--- src/rtl/ni_tx_message_scheduler.sv ---
// Round-robin scheduler sharing one NI flit transmitter among NUM_SRC message sources.
// Holds the grant from arbitration until the transmitter reports the last flit gone.
module ni_tx_message_scheduler #(
  parameter int NUM_SRC       = 4,
  parameter int SRC_IDX_WD    = 2,
  parameter int COUNTERFLITWD = 4
) (
  input  logic                               clk,
  input  logic                               rst,
  input  logic [NUM_SRC-1:0]                 src_req,
  input  logic [NUM_SRC*COUNTERFLITWD-1:0]   src_num_flit,
  input  logic                               tx_gone,
  input  logic                               last_clock_beat,
  output logic                               send_message,
  output logic [COUNTERFLITWD-1:0]           num_flit_to_transmit,
  output logic [NUM_SRC-1:0]                 grant,
  output logic [SRC_IDX_WD-1:0]              grant_idx,
  output logic [NUM_SRC-1:0]                 src_done,
  output logic                               busy
);

  typedef enum logic [1:0] {IDLE, SEND, DONE} state_t;

  state_t                     state, state_nxt;
  logic [SRC_IDX_WD-1:0]      rr_ptr, rr_ptr_nxt;
  logic [SRC_IDX_WD-1:0]      win_idx;
  logic                       win_vld;
  logic [COUNTERFLITWD-1:0]   win_flits;
  logic [NUM_SRC-1:0]         grant_nxt, src_done_nxt;
  logic [SRC_IDX_WD-1:0]      grant_idx_nxt;
  logic [COUNTERFLITWD-1:0]   num_flit_nxt;
  logic                       send_nxt;
  int                         cand;

  // Search upward from the source after the last winner, wrapping modulo NUM_SRC.
  always_comb begin
    win_vld = 1'b0;
    win_idx = '0;
    cand    = 0;
    for (int k = 1; k <= NUM_SRC; k++) begin
      cand = (int'(rr_ptr) + k) % NUM_SRC;
      if (!win_vld && src_req[cand[SRC_IDX_WD-1:0]]) begin
        win_vld = 1'b1;
        win_idx = cand[SRC_IDX_WD-1:0];
      end
    end
  end

  assign win_flits = src_num_flit[win_idx*COUNTERFLITWD +: COUNTERFLITWD];

  always_comb begin
    state_nxt     = state;
    rr_ptr_nxt    = rr_ptr;
    grant_nxt     = grant;
    grant_idx_nxt = grant_idx;
    num_flit_nxt  = num_flit_to_transmit;
    send_nxt      = send_message;
    src_done_nxt  = '0;
    case (state)
      IDLE: begin
        if (win_vld) begin
          grant_nxt     = NUM_SRC'(1) << win_idx;
          grant_idx_nxt = win_idx;
          num_flit_nxt  = win_flits;
          rr_ptr_nxt    = win_idx;
          // A zero-flit message never gets tx_gone, so it completes without sending.
          if (win_flits == '0) begin
            state_nxt    = DONE;
            src_done_nxt = NUM_SRC'(1) << win_idx;
          end else begin
            state_nxt = SEND;
            send_nxt  = 1'b1;
          end
        end
      end
      SEND: begin
        if (tx_gone && last_clock_beat) begin
          state_nxt    = DONE;
          send_nxt     = 1'b0;
          src_done_nxt = grant;
        end
      end
      DONE: begin
        state_nxt     = IDLE;
        grant_nxt     = '0;
        grant_idx_nxt = '0;
        num_flit_nxt  = '0;
        send_nxt      = 1'b0;
      end
      default: begin
        state_nxt     = IDLE;
        grant_nxt     = '0;
        grant_idx_nxt = '0;
        num_flit_nxt  = '0;
        send_nxt      = 1'b0;
      end
    endcase
  end

  always_ff @(posedge clk) begin
    if (rst) begin
      state                <= IDLE;
      rr_ptr               <= SRC_IDX_WD'(NUM_SRC - 1);
      grant                <= '0;
      grant_idx            <= '0;
      num_flit_to_transmit <= '0;
      send_message         <= 1'b0;
      src_done             <= '0;
      busy                 <= 1'b0;
    end else begin
      state                <= state_nxt;
      rr_ptr               <= rr_ptr_nxt;
      grant                <= grant_nxt;
      grant_idx            <= grant_idx_nxt;
      num_flit_to_transmit <= num_flit_nxt;
      send_message         <= send_nxt;
      src_done             <= src_done_nxt;
      busy                 <= (state_nxt != IDLE);
    end
  end

endmodule
--- config.mk ---
export PLATFORM = sky130hd
export DESIGN_NAME = ni_tx_message_scheduler
export DESIGN_NICKNAME = d
export VERILOG_FILES = /design/src/rtl/ni_tx_message_scheduler.sv
export SDC_FILE = /design/constraint.sdc
export NUM_CORES = 1
export LEC_CHECK = 0
export BUFFER_PORTS_ARGS = -buffer_cell sky130_fd_sc_hd__buf_4
export CORE_MARGIN = 2
export CORE_UTILIZATION = 40
export CTS_CLUSTER_DIAMETER = 150
export DETAILED_ROUTE_END_ITERATION = 12
export GPL_TIMING_DRIVEN = 0
export HOLD_SLACK_MARGIN = 0.1
export PLACE_DENSITY = 0.7
export SYNTH_ARGS = -nofsm -noshare
export SYNTH_HDL_FRONTEND = slang
export SYNTH_SLANG_ARGS = --single-unit
--- constraint.sdc ---
create_clock -name clk -period 4.7 [get_ports clk]
set_input_delay 0.94 -clock clk [delete_from_list [all_inputs] [get_ports clk]]
set_output_delay 0.94 -clock clk [all_outputs]
set_load 0.005 [all_outputs]
==> flow_summary.toml <==
[synth]
ys_ff_latch = 20
synth-async-reset-ratio_pct = 0
yosysSeqAreaShare_pct = 42.7
synthTopCellsByCount = "20 x dfxtp_1, 16 x nor2_1, 13 x mux2i_1, 11 x nand2_1, 9 x a21oi_1"
syn_nets = 125
synth_top_flop_cell = "dfxtp_1"
synthMostInstantiatedCell = "dfxtp_1"
synth.distinct_cells = 24
syn-instance-count = 101
syn_area_um2 = 937
synth_edf_count = 0
avgSynthCellArea_um2 = 9.28
synth_top_area_share_pct = 42.7
yosys_warnings = 0
synth_area_leaders = "dfxtp_1 43%, mux2i_1 14%, nor2_1 6.4%"
synth_area_leader_cell = "dfxtp_1"

[sta]
maxClockFrequency_ghz = 0.372
finalClockSkew_ns = 0.00287
maxSlewHeadroom_pct = 52.8
rsz0062_at_grt = "no"
worstMarginPinSlew_ns = 0.706
min_period_ns = 2.69
min_period_over_period_pct = 57.2
finalHoldViolCount = 0
report.final.slew_viol_count = 0
fin_ws_ns = 2.01
fin_tns_setup_ns = 0
setup_viol = 0

[die]
fp-row-count = 17
die_y_um = 52.4
dieArea_um2 = 2750
core_um2 = 2210
die-width_um = 52.4
io_pins = 40
start_util_pct = 42.4

[routing]
post_drt_wl_per_cell_um = 13.3
dr.pass1.iters = 4
drt_wl_total_um = 2280
drt_iter0_markers = 15
drcViolationCount = 0
num_vias = 905
avgViaCountPerCell = 5.29
antenna_left = 0

[run]
cap_viol_max_count = 0

[setup_path]
endpoint_kind = "flop"
crit_path_start_kind = "input port"
crit_chain = "buf_4 > nor2b_1 > a21oi_1 > o221ai_2 > buf_6 > mux2i_1 > mux2i_1 > nor4_4 > a32o_1"
crit_top_cell = "mux2i_1"
cp.arrival_ns = 2.93
cp.required_ns = 4.94
crit_path_top_delay_cell = "nor4_4"
cp_max_fo = 10
critPathKind = "in -> reg"
critPathMaxStageDelay_ns = 0.52

[grt]
antenna_found_initial = 0
grt_max_degree = 11
grt_pass1_vias = 899
grt_usage_pct = 18.8
overflow = 0
grt_pass1_wl_um = 3780

[clock_network]
cts_tree = "built"
numCtsBuffers = 3
clk_pin_slew_worst_paths_ns = 0.11
cts.sink_count = 20
clockRootBuffer = "clkbuf_4"
cts.path.max_buffers = 2
clk_latency_ns = 0.29
postCtsHoldBufs = 0
post_cts_resized = 0
cts_setup_buffers = 0
htree_num_levels = 1

[placed_design]
post-place-ws_ns = 1.71
numPortBuffers = 39
gp_congestion = 0.792
hpwl_um = 1750
dpl_cell_area_um2 = 1260

[power_and_ir_drop]
power.density_nw_per_um2 = 429
total_power_uw = 553
cellLeakagePower_uw = 0.000589
peakVddDrop_uv = 239

[layout]
layout-drive-gt1-share_pct = 32.9
fin_area_um2 = 1290
fill_cells = 208
syn_to_final_growth_pct = 37.4
final_nets = 169
n_antenna_cell = 0

[status]
status = "completed"

[hold_path]
worstHoldPathType = "reg -> reg"
==> metrics by stage <==
stage | utilization [%] | hold slack (ns) | instances
after global routing | 58.2 | 0.509 | 171
after floorplan | - | 0.453 | 101
after global placement | 57.2 | 0.453 | 168
final | 58.2 | 0.474 | 171
after detailed placement | 57.2 | 0.458 | 168
after CTS | 58.2 | 0.476 | 171
==> layer usage <==
| metal | GRT usage [%] | wire length [um] | up-vias |
|---|---|---|---|
| li1 | - | - | 452 |
| met3 | 6.00 | 134 | 2 |
| met4 | 5.56 | 12 | 0 |
| met1 | 21.3 | 943 | 421 |
| met2 | 33.3 | 1190 | 30 |
| met5 | 0 | 0 | - |
==> cells by family after synthesis <==
group / after synthesis / synth area share [%]
DFF: 20 / 42.7
buffers and inverters: 4 / 2.40
muxes: 13 / 13.9
and+or+nand+nor: 39 / 20.0
AOI/OAI and AO/OA: 25 / 21.0
==> cells in the final DEF (no fill, tap or decap), types with 3 or more instances in the layout <==
cell	instances
a32o_1	4
nor2_1	16
nand2b_1	3
dfxtp_1	20
nand2_1	11
mux2i_1	13
a21oi_1	9
a22oi_1	4
clkbuf_4	3
buf_4	39
==> report_power, final <==
part	leakage (uW)	internal [uW]	switching (uW)	total [uW]
clock	0.0000138	29.8	49.3	79.1
sequential	0.000164	206	28.6	235
combinational	0.000411	114	125	239
==> flip-flops by register name, indices dropped and copies added, names as in the netlist <==
signal and cells:
busy 1, rr_ptr 2, src_done 4, state 2
num_flit_to_transmit 4, grant 4, grant_idx 2, send_message 1
==> critical path: cells and delay by family <==
| family | cells | cell delay, ns |
|---|---|---|
| simple gates | 2 | 0.70 |
| compound gates | 3 | 0.63 |
| mux | 2 | 0.34 |
| buf+inv | 2 | 0.31 |
==> cell type report <==
cell class | instances | area [um^2] | share of cell area (%)
buffer | 3 | 18.8 | 1.46
clock buffer | 3 | 22.5 | 1.75
inverter | 1 | 3.75 | 0.292
multi-input combinational | 77 | 514 | 39.9
sequential | 20 | 400 | 31.1
tap | 28 | 35.0 | 2.72
timing repair buffer | 39 | 293 | 22.7
==> final timing paths <==
| path | startpoint | endpoint | slack, ns | cells after the start |
|---|---|---|---|---|
| max | src_req[3] | src_done[0] | 2.01 | 9 |
| min | grant_idx[0] | grant_idx[0] | 0.47 | 2 |
| min reg2reg | grant_idx[0] | grant_idx[0] | 0.47 | 2 |
| max reg2reg | rr_ptr[1] | src_done[0] | 2.35 | 8 |
No activity file was read; power rests on OpenSTA's default activity.
